`src/rtl/id_scoreboard_ctrl.sv`:
```
`default_nettype none
// ============================================================================
// Module   : id_scoreboard_ctrl
// Purpose  : Decode-stage issue controller for a 5-stage MIPS pipeline.
//            Tracks in-flight register-file writes with a small counter per
//            architectural register. Stalls decode on RAW hazards and when a
//            destination counter would overflow. Writeback retires entries.
//            Also counts stall cycles and flags a pipeline that stays stalled
//            for too long.
// Revision : 1.0 - initial release
// ----------------------------------------------------------------------------
// Ports:
//   clk, rst_n            pipeline clock, asynchronous active-low reset
//   id_valid              decode holds a valid instruction
//   id_rs/id_rt           source register addresses
//   id_uses_rs/id_uses_rt instruction actually reads rs / rt
//   id_dest, id_wr_en     destination register and its write enable
//   id_flush              kill the instruction in decode (redirect)
//   wb_we, wb_addr        writeback retires a write to wb_addr
//   id_stall              hold PC/IF-ID and bubble ID-EX
//   id_issue              instruction leaves decode this cycle
//   busy_any              registered: some counter is nonzero
//   stall_cycles          saturating count of stalled cycles
//   underflow_err         sticky: retire seen for a register with zero count
//   hang_err              sticky: stall held for HANG_LIMIT cycles in a row
// ============================================================================
module id_scoreboard_ctrl #(
    parameter int CNT_W      = 2,
    parameter int HANG_LIMIT = 64
) (
    input  logic        clk,
    input  logic        rst_n,
    input  logic        id_valid,
    input  logic [4:0]  id_rs,
    input  logic [4:0]  id_rt,
    input  logic        id_uses_rs,
    input  logic        id_uses_rt,
    input  logic [4:0]  id_dest,
    input  logic        id_wr_en,
    input  logic        id_flush,
    input  logic        wb_we,
    input  logic [4:0]  wb_addr,
    output logic        id_stall,
    output logic        id_issue,
    output logic        busy_any,
    output logic [31:0] stall_cycles,
    output logic        underflow_err,
    output logic        hang_err
);

    localparam logic [CNT_W-1:0] C_CNT_MAX = {CNT_W{1'b1}};
    localparam int               C_RUN_W   = $clog2(HANG_LIMIT) + 1;
    localparam logic [C_RUN_W-1:0] C_HANG  = C_RUN_W'(HANG_LIMIT);

    typedef enum logic [1:0] {
        ST_RUN   = 2'd0,
        ST_STALL = 2'd1,
        ST_HUNG  = 2'd2
    } state_t;

    logic [CNT_W-1:0]   cnt_q [32];
    logic [CNT_W-1:0]   cnt_d [32];
    logic               busy_any_q, busy_any_d;
    logic [31:0]        stall_cycles_q, stall_cycles_d;
    logic               underflow_err_q, underflow_err_d;
    logic               hang_err_q, hang_err_d;
    state_t             state_q, state_d;
    logic [C_RUN_W-1:0] run_q, run_d;

    logic w_raw_rs, w_raw_rt, w_waw, w_hazard;
    logic w_inc, w_dec;

    // ------------------------------------------------------------------
    // Hazard detection uses the current counters only: a retire in the
    // same cycle does not unblock, because the register file is written
    // at the same clock edge.
    // ------------------------------------------------------------------
    assign w_raw_rs = id_uses_rs && (id_rs != 5'd0) && (cnt_q[id_rs] != '0);
    assign w_raw_rt = id_uses_rt && (id_rt != 5'd0) && (cnt_q[id_rt] != '0);
    assign w_waw    = id_wr_en && (id_dest != 5'd0) && (cnt_q[id_dest] == C_CNT_MAX);
    assign w_hazard = w_raw_rs || w_raw_rt || w_waw;

    // Gated with rst_n so both strobes drop the moment reset asserts.
    assign id_stall = rst_n && id_valid && w_hazard && !id_flush;
    assign id_issue = rst_n && id_valid && !w_hazard && !id_flush;

    assign w_inc = id_issue && id_wr_en && (id_dest != 5'd0);
    assign w_dec = wb_we && (wb_addr != 5'd0);

    // ------------------------------------------------------------------
    // Counter update. Register 0 is never tracked.
    // ------------------------------------------------------------------
    always_comb begin
        underflow_err_d = underflow_err_q;
        busy_any_d      = 1'b0;
        cnt_d[0]        = '0;
        for (int i = 1; i < 32; i++) begin
            cnt_d[i] = cnt_q[i];
            if (w_inc && (id_dest == 5'(i)) && !(w_dec && (wb_addr == 5'(i)))) begin
                cnt_d[i] = cnt_q[i] + CNT_W'(1);
            end else if (w_dec && (wb_addr == 5'(i)) && !(w_inc && (id_dest == 5'(i)))) begin
                if (cnt_q[i] == '0) begin
                    underflow_err_d = 1'b1;
                end else begin
                    cnt_d[i] = cnt_q[i] - CNT_W'(1);
                end
            end
            if (cnt_d[i] != '0) begin
                busy_any_d = 1'b1;
            end
        end
    end

    // Saturating stall counter.
    always_comb begin
        stall_cycles_d = stall_cycles_q;
        if (id_stall && (stall_cycles_q != 32'hFFFF_FFFF)) begin
            stall_cycles_d = stall_cycles_q + 32'd1;
        end
    end

    // ------------------------------------------------------------------
    // Hang detection FSM: counts consecutive stalled cycles.
    // ------------------------------------------------------------------
    always_comb begin
        state_d    = state_q;
        run_d      = run_q;
        hang_err_d = hang_err_q;
        case (state_q)
            ST_RUN: begin
                if (id_stall) begin
                    run_d = C_RUN_W'(1);
                    if (run_d == C_HANG) begin
                        state_d    = ST_HUNG;
                        hang_err_d = 1'b1;
                    end else begin
                        state_d = ST_STALL;
                    end
                end
            end
            ST_STALL: begin
                if (id_stall) begin
                    run_d = run_q + C_RUN_W'(1);
                    if (run_d == C_HANG) begin
                        state_d    = ST_HUNG;
                        hang_err_d = 1'b1;
                    end
                end else begin
                    state_d = ST_RUN;
                    run_d   = '0;
                end
            end
            ST_HUNG: begin
                if (!id_stall) begin
                    state_d = ST_RUN;
                    run_d   = '0;
                end
            end
            default: begin
                state_d = ST_RUN;
                run_d   = '0;
            end
        endcase
    end

    always_ff @(posedge clk or negedge rst_n) begin
        if (!rst_n) begin
            for (int i = 0; i < 32; i++) begin
                cnt_q[i] <= '0;
            end
            busy_any_q      <= 1'b0;
            stall_cycles_q  <= 32'd0;
            underflow_err_q <= 1'b0;
            hang_err_q      <= 1'b0;
            state_q         <= ST_RUN;
            run_q           <= '0;
        end else begin
            for (int i = 0; i < 32; i++) begin
                cnt_q[i] <= cnt_d[i];
            end
            busy_any_q      <= busy_any_d;
            stall_cycles_q  <= stall_cycles_d;
            underflow_err_q <= underflow_err_d;
            hang_err_q      <= hang_err_d;
            state_q         <= state_d;
            run_q           <= run_d;
        end
    end

    assign busy_any      = busy_any_q;
    assign stall_cycles  = stall_cycles_q;
    assign underflow_err = underflow_err_q;
    assign hang_err      = hang_err_q;

endmodule
`default_nettype wire

```
`config.mk`:
```
export PLATFORM = sky130hd
export DESIGN_NAME = id_scoreboard_ctrl
export DESIGN_NICKNAME = d
export VERILOG_FILES = /design/src/rtl/id_scoreboard_ctrl.sv
export SDC_FILE = /design/constraint.sdc
export NUM_CORES = 1
export LEC_CHECK = 0
export BUFFER_PORTS_ARGS = -buffer_cell sky130_fd_sc_hd__clkbuf_2
export CAP_MARGIN = 20
export CORE_MARGIN = 2
export CORE_UTILIZATION = 35
export CTS_BUF_LIST = sky130_fd_sc_hd__clkbuf_8 sky130_fd_sc_hd__clkbuf_16
export CTS_CLUSTER_SIZE = 12
export DETAILED_ROUTE_END_ITERATION = 10
export REMOVE_ABC_BUFFERS = 1
export SLEW_MARGIN = 15
export SYNTH_ARGS = -nofsm -noshare
export SYNTH_HDL_FRONTEND = slang
export SYNTH_SLANG_ARGS = --single-unit
export TNS_END_PERCENT = 30
```
`constraint.sdc`:
```
create_clock -name clk -period 3.45 [get_ports clk]
set_clock_uncertainty 0.05 [all_clocks]
set_input_delay 0 -clock clk [delete_from_list [all_inputs] [get_ports clk]]
set_output_delay 0 -clock clk [all_outputs]
set_load 0.005 [all_outputs]
```
# After elaboration in Yosys (flattened, before gate mapping)

Index checks and enable logic that the tools add are counted.

Bits in registers: 106
Output and inout bits: 37
Word-level logic and storage cells: 689
Bits of input ports: 28

Reduce and logical (&&, ||, !) cells: 277
Bitwise gates (word level): 3
$add $sub $neg: 64
Equality and inequality tests: 70
$lt $le $gt $ge: 3
Mux-type cells: 235

Operators by type and width:

| kind                    | count |
|---|---|
| $mux W2                 | 103 |
| $eq A5 B5 Y1 const B    | 32 |
| $logic_and A1 B1 Y1     | 139 |
| $mux W1                 | 124 |
| $eq A5 B4 Y1 const B    | 16 |
| $reduce_bool A2 Y1      | 33 |
| $logic_not A1 Y1        | 64 |
| $logic_not A2 Y1        | 32 |
| $add A2 B1 Y2 const B   | 31 |
| $sub A2 B1 Y2 const B   | 31 |
| $eq A5 B3 Y1 const B    | 8 |
| $add A32 B1 Y32 const B | 1 |
| $ne A32 B32 Y1 const B  | 1 |
| $bmux W2 S5             | 3 |
| $mux W7                 | 3 |
| $pmux W7 S3             | 1 |
| $eq A5 B2 Y1 const B    | 4 |
| $reduce_bool A5 Y1      | 4 |
| $ge A6 B6 Y1 const B    | 3 |
| $not A5 Y6              | 3 |
| $eq A5 B1 Y1 const B    | 2 |
| $add A7 B1 Y7 const B   | 1 |
| $eq A7 B7 Y1 const B    | 1 |
| $pmux W2 S3             | 1 |
| 7 further kinds         | 11 |

# Longest topological paths before layout

Gate-level depths: netlist (run 1).

Word-level depth: 108
Depth in mapped cells: 17
Gate-level depth less buffers: 12

# Least setup slack after synthesis (run 1)

No wires, ideal clock.

Path kind: register to register
Start: register cnt_q[7] (netlist bit)
End: register busy_any_q (netlist: busy_any)
Stages on the path, launching flop included: 15
Library setup time: 138 ps
Required time: 3262 ps
Path slack: -113 ps
Arrival: 3375 ps
Period minus slack after synthesis: 3563 ps
Buffers on the path: 2
Path through: dfrtp_1 -> mux4_2 -> a22oi_1 -> a22oi_1 -> a221oi_2 -> nand4_2 -> buf_6 -> buf_6 -> nor4_2 -> nand4_1 -> o211a_1 -> o21bai_1 -> or4b_1 -> nor4_1 -> nand4_1

RTL lines:

| item                              | line | RTL |
|---|---|---|
| from (decl)                       | 61   | `logic [CNT_W-1:0] cnt_q [32];` |
| from (signal, indexed assignment) | 179  | `cnt_q[i] <= cnt_d[i];` |
| to (signal assigned)              | 181  | `busy_any_q <= busy_any_d;` |
| to (decl)                         | 63   | `logic busy_any_q, busy_any_d;` |

# Final worst setup path (run 1)

Start: register cnt_q[0] (netlist bit)
End: register busy_any_q (netlist: busy_any)

Word-level cells in the longest chain between the ends: 49
Elaborated cells between the ends (all ways): 274
Those cells by class: add/sub (2); eq/ne (1); mux (103); reduce/logical (168)

RTL lines:

| item                                     | line    | RTL |
|---|---|---|
| $bmux W2 S5 (on tied branches)           | 78, 79  |  |
| $mux W2 (on tied branches) (2 in series) | 78, 79  |  |
| $reduce_bool A2 Y1 (on tied branches)    | 78, 79  |  |
| $logic_and A1 B1 Y1 (on tied branches)   | 78, 79  |  |
| $logic_or A1 B1 Y1 (2 in series)         | 81      | `assign w_hazard = w_raw_rs \|\| w_raw_rt \|\| w_waw;` |
| $logic_not A1 Y1                         | 85      | `assign id_issue = rst_n && id_valid && !w_hazard && !id_flush;` |
| $logic_and A1 B1 Y1 (2 in series)        | 85      |  |
| $logic_and A1 B1 Y1 (2 in series)        | 87      | `assign w_inc = id_issue && id_wr_en && (id_dest != 5'd0);` |
| $logic_and A1 B1 Y1                      | 99, 101 |  |
| $logic_not A1 Y1                         | 101     | `end else if (w_dec && (wb_addr == 5'(i)) && !(w_inc && (id_dest == 5'(i)))) begin` |
| $logic_and A1 B1 Y1                      | 101     |  |
| $mux W2                                  | 101     |  |
| $mux W2                                  | 99      | `if (w_inc && (id_dest == 5'(i)) && !(w_dec && (wb_addr == 5'(i)))) begin` |
| $reduce_bool A2 Y1                       | 108     | `if (cnt_d[i] != '0) begin` |
| $mux W1 (30 in series)                   | 108     |  |
| $mux W1 (*)                              | 108     |  |
| net busy_any_d                           | 63      |  |

Mark *: on every way through the listed nets, which the timed path passes. The rest lies on a longest branch. The select of a mux whose other input is x is not followed.
A chain may end at the register's enable or synchronous reset.

==> results.cfg, run 1 <==
[power_and_ir_drop]
cell_internal_pwr_uw = 3200
pwr-share-seq_pct = 31.4
power_per_cell_area_mw_per_mm2 = 431
power_switching_share_pct = 41.3
leakage_uw = 0.00580
ir_worst_vdd_uv = 329
total_switching_power_uw = 2250
p_comb_share_pct = 47.7
clkPwrFrac_pct = 20.9

[worst_setup_path]
list_of_cells_traversed_by_the_critical_path = mux4_2, a32oi_2, a22oi_1, a221oi_2, nand4_2, buf_6, buf_12, nor2_4, a31oi_4, or3_4, a31oi_4, or4b_4, nor4_4, nand4_1
critical-path-top-cell-by-count = a31oi_4
worstSetupEndpointType = flip-flop
critical_path_required_ps = 3640
worstSetupStartpointType = flip-flop
r2r_end = busy_any
cp.arrival_ps = 4260
worstRegToRegCells = 14
critPathKind = reg2reg
cpMaxStageDelayCell = mux4_2
crit_path_start = cnt_q[0]
rrSetupSlack_ps = -630
critical_path.max_fanout = 6
critical-path-top-delay-family = simple AND/OR/NAND/NOR gates
cp_num_buf_inv = 2
worst_setup_path_endpoint = busy_any
regToRegStartpoint = cnt_q[0]
path_depth = 14
slowest_stage_delay_on_critical_path_ps = 540

[clocking]
clock-root-buffer = clkbuf_16
htreeDepth = 3
number_of_buffers_created_by_cts = 9
cts.path.max_buffers = 2
cts_tree = yes
cts.reportedPaths.clkPinSlew_ps = 90
clk_latency_worst_skew_pair_ps = 370
clock-sinks = 106

[timing]
final_cycle_utilization_of_the_critical_path_pct = 118
postLayoutSetupSlackWorst_ps = -628
unrepaired_setup_endpoints_after_global_routing = true
period_needed_ps = 4080
tightest_slew_ps = 894
fin_hold_ws_ps = 305
setup_violations = 4
hold_viol = 0
max_fclk_mhz = 245
maxSlewViolCount = 0
maxSlewHeadroom_pct = 40.0

[die]
total_die_area_sq_mm = 0.0276
chipWidth_um = 166
fp.coreArea_sq_mm = 0.0259
initial_core_util_pct = 35.4
floorplan.die.height_um = 166
design.portCount = 65
row_count = 59

[final_layout]
final_layout_size_suffix_gt1_share_pct = 35.3
most_common_cell_after_layout_fill_and_taps_aside = buf_4
num_antenna_cells = 0
areaGrowthSynthToFinish_pct = 37.6
postLayoutCoreUtil_pct = 48.8
final_cell_mix = buf_4 (274), dfrtp_1 (103), inv_1 (97)
finish.net_count = 1502

[run_status]
failed_checks = negative setup slack
outcome = complete, but fails checks

[drt]
drt-met1-wl_um = 15800
wl_met2_um = 16000
route.detailed.drc = 0
dr.max_layer_used = met4
met3RoutedLength_um = 3470
drt-total-wl_um = 37200
route.detailed.wl_per_inst_um = 21.6
firstDrtPassIters = 6
drt_via_density = 5.65
final_antenna_net_count = 0
via_count = 9719
detailedRoute.firstIterationViolations = 1003

[synth]
count_of_state_elements_after_synthesis = 106
synth.avg_cell_area_sq_um = 8.71
synth-main-ff-cell = dfrtp_1
ys_seq_area_share_pct = 28.9
top_cell_type_s_share_of_synthesized_area_pct = 28.9
synthesis.area_sq_mm = 0.00919
synth_largest_area_cell = dfrtp_1
post_synth_num_cell_types = 81
synthesis.instances = 1055
number_of_synthesized_flops_with_an_enable_pin = 0
synth.yosys.warnings = 0
synth.area.top_cells = dfrtp_1 (29%), ha_1 (13%), mux4_2 (4.2%)
fraction_of_registers_with_async_set_reset_pct = 100

[worst_hold_path]
min_path_type = in2async

[place]
detailedPlacementHpwl_um = 29900
routability_congestion_estimate = 0.992
io_buffer_count = 64

[job]
cap_viol_max_count = 0

[global_routing]
grt_first_pass_wirelength_um = 56200
grt_max_degree = 107
global_route.usage.total_pct = 26.8
initial_antenna_violation_count = 0
first_global_vias = 9442
gr-total-overflow = 0
[metrics by stage]
step           TNS (ps)  worst slack (ps)  power, uW  cells  area [sq um]
2_1_floorplan     -2110              -821       2760   1022          9020
3_3_place_gp      -2900              -920       4060   1694         11900
3_5_place_dp      -2670              -995       4100   1694         11900
4_1_cts           -1540              -536       5330   1714         12500
5_1_grt           -2140              -769       5730   1719         12600
6_report          -1250              -628       5440   1719         12600
[final cells by class]
type / instances / area (sq um)
clock inverter: 7 / 91.3
fill: 2492 / 13300
tap: 335 / 419
sequential: 106 / 2660
clock buffer: 9 / 225
timing repair buffer: 346 / 2510
multi-input combinational: 817 / 6360
inverter: 99 / 372
[worst min-delay path, cell delays in order]
cell           delay (ps)
dlygate4sd3_1         530
buf_4                 180
buf_12                470
[synth_stat cells (all sizes together) (5+ instances only)]
cell and count:
ha 95, nor2 101, or4 5, a211oi 8
buf 15, nand3 42, mux2 6, a21oi 25
nand2b 22, and4 6, clkbuf 18, nor2b 10
xor2 11, a31oi 28, o221a 15, or2 7
a221oi 12, dfrtp 106, and2 7, nor4 26
and3 11, a21o 5, inv 99, or3 17
nand4 30, o21ai 17, o22ai 11, o21a 6
xnor2 40, mux4 17, nor3 66, a22oi 11
mux2i 7, nand2 86
[worst min path at each step]
stage / startpoint / to / slack [ps]
2_1_floorplan: rst_n / busy_any / -350
3_3_place_gp: rst_n / cnt_q[34] / 190
3_5_place_dp: rst_n / cnt_q[35] / 190
4_1_cts: wb_addr[0] / cnt_q[8] / 310
5_1_grt: id_flush / state_q[0] / 350
6_report: rst_n / cnt_q[61] / 310
[power by group through the flow]
stage          Sequential, uW  Combinational, uW  Clock, uW
3_3_place_gp             1710               2350          0
5_1_grt                  1730               2790       1210
6_report                 1710               2600       1140
2_1_floorplan            1750               1020          0
3_5_place_dp             1720               2390          0
4_1_cts                  1700               2480       1160
[cell families after synthesis]
logic type | Yosys count | synth area share (%)
xor gates and xnor gates | 51 | 4.86
DFF | 106 | 28.9
AOI/OAI and AO/OA | 186 | 15.2
adders and majority gates | 95 | 12.9
buffers and inverters | 132 | 5.80
muxes | 30 | 5.67
and+or+nand+nor | 455 | 26.7
[flip-flops by register name, summed over array words and instances, names as in the netlist]
register / count
state_q: 2
cnt_q: 62
stall_cycles: 32
run_q: 7
busy_any: 1
underflow_err: 1
hang_err: 1
[metal layers]
layer | up-vias | GRT usage (%)
li1 | 4485 | -
met3 | 109 | 6.17
met1 | 4683 | 36.1
met2 | 442 | 41.3
met5 | - | 0
met4 | 0 | 11.5
[what timing repair did]
item                       CTS  global route
setup endpoints to repair   25            41
pin swaps                   20             8
hold buffers                 1             0
resized for setup           46            28
setup buffers                3             5
hold endpoints to repair   106             0
No activity file was read; power rests on OpenSTA's default activity.
==> run 2: changes to the inputs <==
==> constraint.sdc (replaced) <==
create_clock -name clk -period 3.45 [get_ports clk]
set_clock_uncertainty 0.05 [all_clocks]
set_input_delay 0.5175 -clock clk [delete_from_list [all_inputs] [get_ports clk]]
set_output_delay 0.5175 -clock clk [all_outputs]
set_load 0.005 [all_outputs]
==> results.cfg, run 2 (synthesized netlist as in run 1, its figures left out) <==
[timing]
final_cycle_utilization_of_the_critical_path_pct = 118
period_needed_ps = 4080
max_fclk_mhz = 245
maxSlewHeadroom_pct = 43.8
setup_violations = 5
postLayoutSetupSlackWorst_ps = -631
maxSlewViolCount = 0
tightest_slew_ps = 837
hold_viol = 0
unrepaired_setup_endpoints_after_global_routing = true
fin_hold_ws_ps = 184

[global_routing]
initial_antenna_violation_count = 0
grt_max_degree = 50
global_route.usage.total_pct = 26.7
first_global_vias = 9347
grt_first_pass_wirelength_um = 55900
gr-total-overflow = 0

[drt]
route.detailed.drc = 0
dr.max_layer_used = met4
wl_met2_um = 16400
via_count = 9758
route.detailed.wl_per_inst_um = 21.4
drt-met1-wl_um = 15800
drt-total-wl_um = 37300
drt_via_density = 5.61
met3RoutedLength_um = 3250
detailedRoute.firstIterationViolations = 1032
final_antenna_net_count = 0
firstDrtPassIters = 6

[final_layout]
areaGrowthSynthToFinish_pct = 39.9
final_cell_mix = buf_4 (296), inv_1 (97), nor2_1 (95), ha_1 (95), dfrtp_1 (93)
num_antenna_cells = 0
max_flop_register = cnt_q
largest_register_ffs = 62
most_common_cell_after_layout_fill_and_taps_aside = buf_4
instances_no_fill = 1740
final_layout_size_suffix_gt1_share_pct = 37.4
finish.net_count = 1523

[place]
io_buffer_count = 64
numPlacedInstances = 1705
routability_congestion_estimate = 1.11
detailedPlacementHpwl_um = 30200
place_worst_setup_slack_ps = -1060

[die]
floorplan.die.height_um = 166
chipWidth_um = 166
total_die_area_sq_mm = 0.0276
design.portCount = 65
initial_core_util_pct = 35.4
row_count = 59
fp.coreArea_sq_mm = 0.0259

[power_and_ir_drop]
total_switching_power_uw = 2300
ir_worst_vdd_uv = 323
cell_internal_pwr_uw = 3210
clkPwrFrac_pct = 20.0
pwr-share-seq_pct = 32.8
totalPowerFinal_uw = 5510
power_switching_share_pct = 41.7
p_comb_share_pct = 47.2
leakage_uw = 0.00593
power_per_cell_area_mw_per_mm2 = 428

[clocking]
cts_tree = yes
cts.reportedPaths.clkPinSlew_ps = 90
htreeDepth = 3
number_of_buffers_created_by_cts = 9
cts.path.max_buffers = 2
clock-root-buffer = clkbuf_16
clk_latency_worst_skew_pair_ps = 370
clock-sinks = 106

[run_status]
outcome = complete, but fails checks
failed_checks = negative setup slack

[job]
cap_viol_max_count = 0

[worst_setup_path]
critPathKind = reg2reg
critical_path_required_ps = 3640
worstSetupEndpointType = flip-flop
worstSetupStartpointType = flip-flop
cp.arrival_ps = 4270
critical_path.max_fanout = 7
crit_path_start = cnt_q[13]
regToRegStartpoint = cnt_q[13]

[worst_hold_path]
min_path_type = in2async
[run 2: repair_timing]
action	CTS	global route
cloned	0	1
hold buffers	0	0
gates resized for setup	48	47
endpoints found under the setup margin	56	43
hold endpoints to repair	0	0
setup buffers	4	15
pin swaps	6	25
[run 2: per-layer routing]
layer	global-route usage (%)	vias to the layer above
li1	-	4528
met1	36.3	4695
met5	0	-
met3	5.12	89
met4	12.0	0
met2	41.1	446
[run 2: power groups by stage]
| stage | sequential (uW) | clock, uW | combinational (uW) |
|---|---|---|---|
| final | 1810 | 1100 | 2600 |
| after global routing | 1820 | 1170 | 2810 |
| after CTS | 1780 | 1130 | 2450 |
| after detailed placement | 1800 | 0 | 2340 |
| after global placement | 1800 | 0 | 2290 |
| after floorplan | 1750 | 0 | 1020 |
[run 2: final timing paths]
kind / depth (start not counted) / slack, ps / endpoint
max: 14 / -630 / busy_any
min: 2 / 180 / stall_cycles[26]
max reg2reg: 14 / -630 / busy_any
min reg2reg: 1 / 420 / hang_err
max in group asynchronous: 3 / 2070 / cnt_q[19]
min in group clk: 1 / 420 / hang_err
[run 2: per-stage QoR]
stage / cell area, sq um / TNS (ps) / utilization (%)
after CTS: 12500 / -1190 / 48.2
after detailed placement: 11900 / -18910 / 46.0
after global routing: 12900 / -2480 / 49.6
final: 12900 / -1450 / 49.6
after floorplan: 9020 / -6010 / -
after global placement: 11900 / -15290 / 46.0
[run 2: critical path, cell delays in order, from the launching register on]
cell	delay, ps
dfrtp_1	480
mux4_2	490
a22oi_2	190
a22oi_1	120
a221oi_2	310
nand4_2	250
buf_12	220
buf_4	170
nor4_4	370
xnor2_2	120
o221a_2	290
nor4_4	170
nand4_1	280
nor4_2	310
nand4_1	120
[run 2: cell type report]
class | count | area [sq um]
multi-input cells | 817 | 6430
well taps | 335 | 419
fillers | 2485 | 13100
inverters | 99 | 372
repair buffers | 367 | 2660
clock buffers | 9 | 225
clock inverters | 7 | 80.1
flip-flops and latches | 106 | 2670
==> run 3: changes to the inputs <==
--- a/config.mk
+++ b/config.mk
@@ -6,7 +6,7 @@
 export NUM_CORES = 1
 export LEC_CHECK = 0
 export BUFFER_PORTS_ARGS = -buffer_cell sky130_fd_sc_hd__clkbuf_2
-export CAP_MARGIN = 20
+export CAP_MARGIN = 40
 export CORE_MARGIN = 2
 export CORE_UTILIZATION = 35
 export CTS_BUF_LIST = sky130_fd_sc_hd__clkbuf_8 sky130_fd_sc_hd__clkbuf_16
==> constraint.sdc (replaced) <==
create_clock -name clk -period 3.45 [get_ports clk]
set_clock_uncertainty 0.05 [all_clocks]
set_input_delay 0.1725 -clock clk [delete_from_list [all_inputs] [get_ports clk]]
set_output_delay 0.1725 -clock clk [all_outputs]
set_load 0.005 [all_outputs]
==> results.cfg, run 3 (synthesized netlist as in run 1, its figures left out) <==
[final_layout]
fillers = 2490
final-seq-area_sq_mm = 0.00267
finish.net_count = 1528
final_layout_size_suffix_gt1_share_pct = 37.0
max_flop_register = cnt_q
instances_no_fill = 1745
finalInstanceArea_sq_mm = 0.0129
areaGrowthSynthToFinish_pct = 40.5
final_cell_mix = buf_4 (295), inv_1 (97), ha_1 (95)
largest_register_ffs = 62
area_of_combinational_cells_with_multiple_inputs_sq_mm = 0.00641
num_antenna_cells = 0
most_common_cell_after_layout_fill_and_taps_aside = buf_4

[global_routing]
first_global_vias = 9481
grt_first_pass_wirelength_um = 57300
initial_antenna_violation_count = 0
global_route.usage.total_pct = 27.0
grt_max_degree = 107
gr-total-overflow = 0

[run_status]
outcome = complete, but fails checks
failed_checks = negative setup slack

[drt]
final_antenna_net_count = 0
detailedRoute.firstIterationViolations = 1156
firstDrtPassIters = 7
route.detailed.drc = 0
route.detailed.wl_per_inst_um = 21.7
via_count = 9950
drt_via_density = 5.70
drt-total-wl_um = 37800

[worst_hold_path]
min_path_type = in2reg

[die]
total_die_area_sq_mm = 0.0276
design.portCount = 65
chipWidth_um = 166
row_count = 59
floorplan.die.height_um = 166
fp.coreArea_sq_mm = 0.0259
initial_core_util_pct = 35.4

[worst_setup_path]
cpMaxStageDelayCell = or4_4
crit_path_start = cnt_q[22]
critical_path.max_fanout = 8
regToRegStartpoint = cnt_q[22]
list_of_cells_traversed_by_the_critical_path = mux4_2, a32oi_1, a22oi_1, a221oi_2, nand4_2, buf_8, nor3_4, buf_6, buf_4, nand4_1, o22ai_1, a31oi_1, or4_4, nor4_4, buf_4, nand4_1
worstSetupEndpointType = flip-flop
worst_setup_path_endpoint = busy_any
critical_path_required_ps = 3650
slowest_stage_delay_on_critical_path_ps = 580
critPathKind = reg2reg
worstRegToRegCells = 16
r2r_end = busy_any
worstSetupStartpointType = flip-flop
cp.arrival_ps = 4270
rrSetupSlack_ps = -630

[timing]
unrepaired_setup_endpoints_after_global_routing = true
max_fclk_mhz = 245
final_cycle_utilization_of_the_critical_path_pct = 118
tightest_slew_ps = 918
postLayoutSetupSlackWorst_ps = -626
maxSlewViolCount = 0
period_needed_ps = 4080
maxSlewHeadroom_pct = 38.3
hold_viol = 0
setup_total_negative_slack_ps = -1200
setup_violations = 3

[place]
detailedPlacementHpwl_um = 30400
detailed_place.area_sq_mm = 0.0119
io_buffer_count = 64
numPlacedInstances = 1701
place_worst_setup_slack_ps = -888
routability_congestion_estimate = 1.06

[clocking]
clock-root-buffer = clkbuf_16
number_of_buffers_created_by_cts = 9
clk_latency_worst_skew_pair_ps = 370
htreeDepth = 3
cts.reportedPaths.clkPinSlew_ps = 90
clock-sinks = 106
cts.path.max_buffers = 2
cts_tree = yes

[power_and_ir_drop]
leakage_uw = 0.00595
power_per_cell_area_mw_per_mm2 = 434
totalPowerFinal_uw = 5600
ir_worst_vdd_uv = 231

[job]
cap_viol_max_count = 0
-- run 3: critical path, delay by kind of cell, from the launching register on --
kind	cells	cell delay (ps)
and+or+nand+nor	6	1380
AOI/OAI and AO/OA	5	970
buffers and inverters	4	620
muxes	1	470
DFF	1	450
-- run 3: report_power, final --
part	leakage (uW)	internal, uW	switching [uW]
Combinational	0.00450	1280	1430
Clock	0.000152	526	592
Sequential	0.00130	1470	301
Total	0.00595	3270	2330
-- run 3: worst min-delay path by stage --
stage / startpoint / end / slack, ps / cells past startpoint
after floorplan: rst_n / busy_any / -170 / 0
after global placement: rst_n / run_q[5] / 350 / 2
after detailed placement: rst_n / run_q[3] / 350 / 2
after CTS: wb_we / cnt_q[17] / 420 / 5
after global routing: hang_err / hang_err / 440 / 1
final: id_flush / state_q[1] / 420 / 6
-- run 3: per-stage QoR --
stage,util [%],hold WS [ps]
finish,49.8,416
global route,49.8,439
CTS,48.0,423
detailed placement,45.8,350
global placement,45.8,348
floorplan,-,-173
-- run 3: final cells by class --
class	instances	area share, %
multi-input cells	817	49.7
repair buffers	372	21.0
clock buffers	9	1.75
inverters	99	2.90
clock inverters	7	0.708
flip-flops and latches	106	20.7
well taps	335	3.25
-- run 3: per-layer routing --
layer	vias to the layer above	global-route usage [%]	wire, um
met4	0	12.4	1940
met2	491	41.0	16400
met5	-	0	0
met3	116	5.41	3130
met1	4807	37.2	16400
li1	4536	-	-
-- run 3: what timing repair did --
action,in CTS,in global routing
resized for setup,36,66
setup endpoints to repair,26,48
buffers inserted,8,20
hold buffers,1,0
pin swaps,19,37
endpoints found under the hold margin,106,0
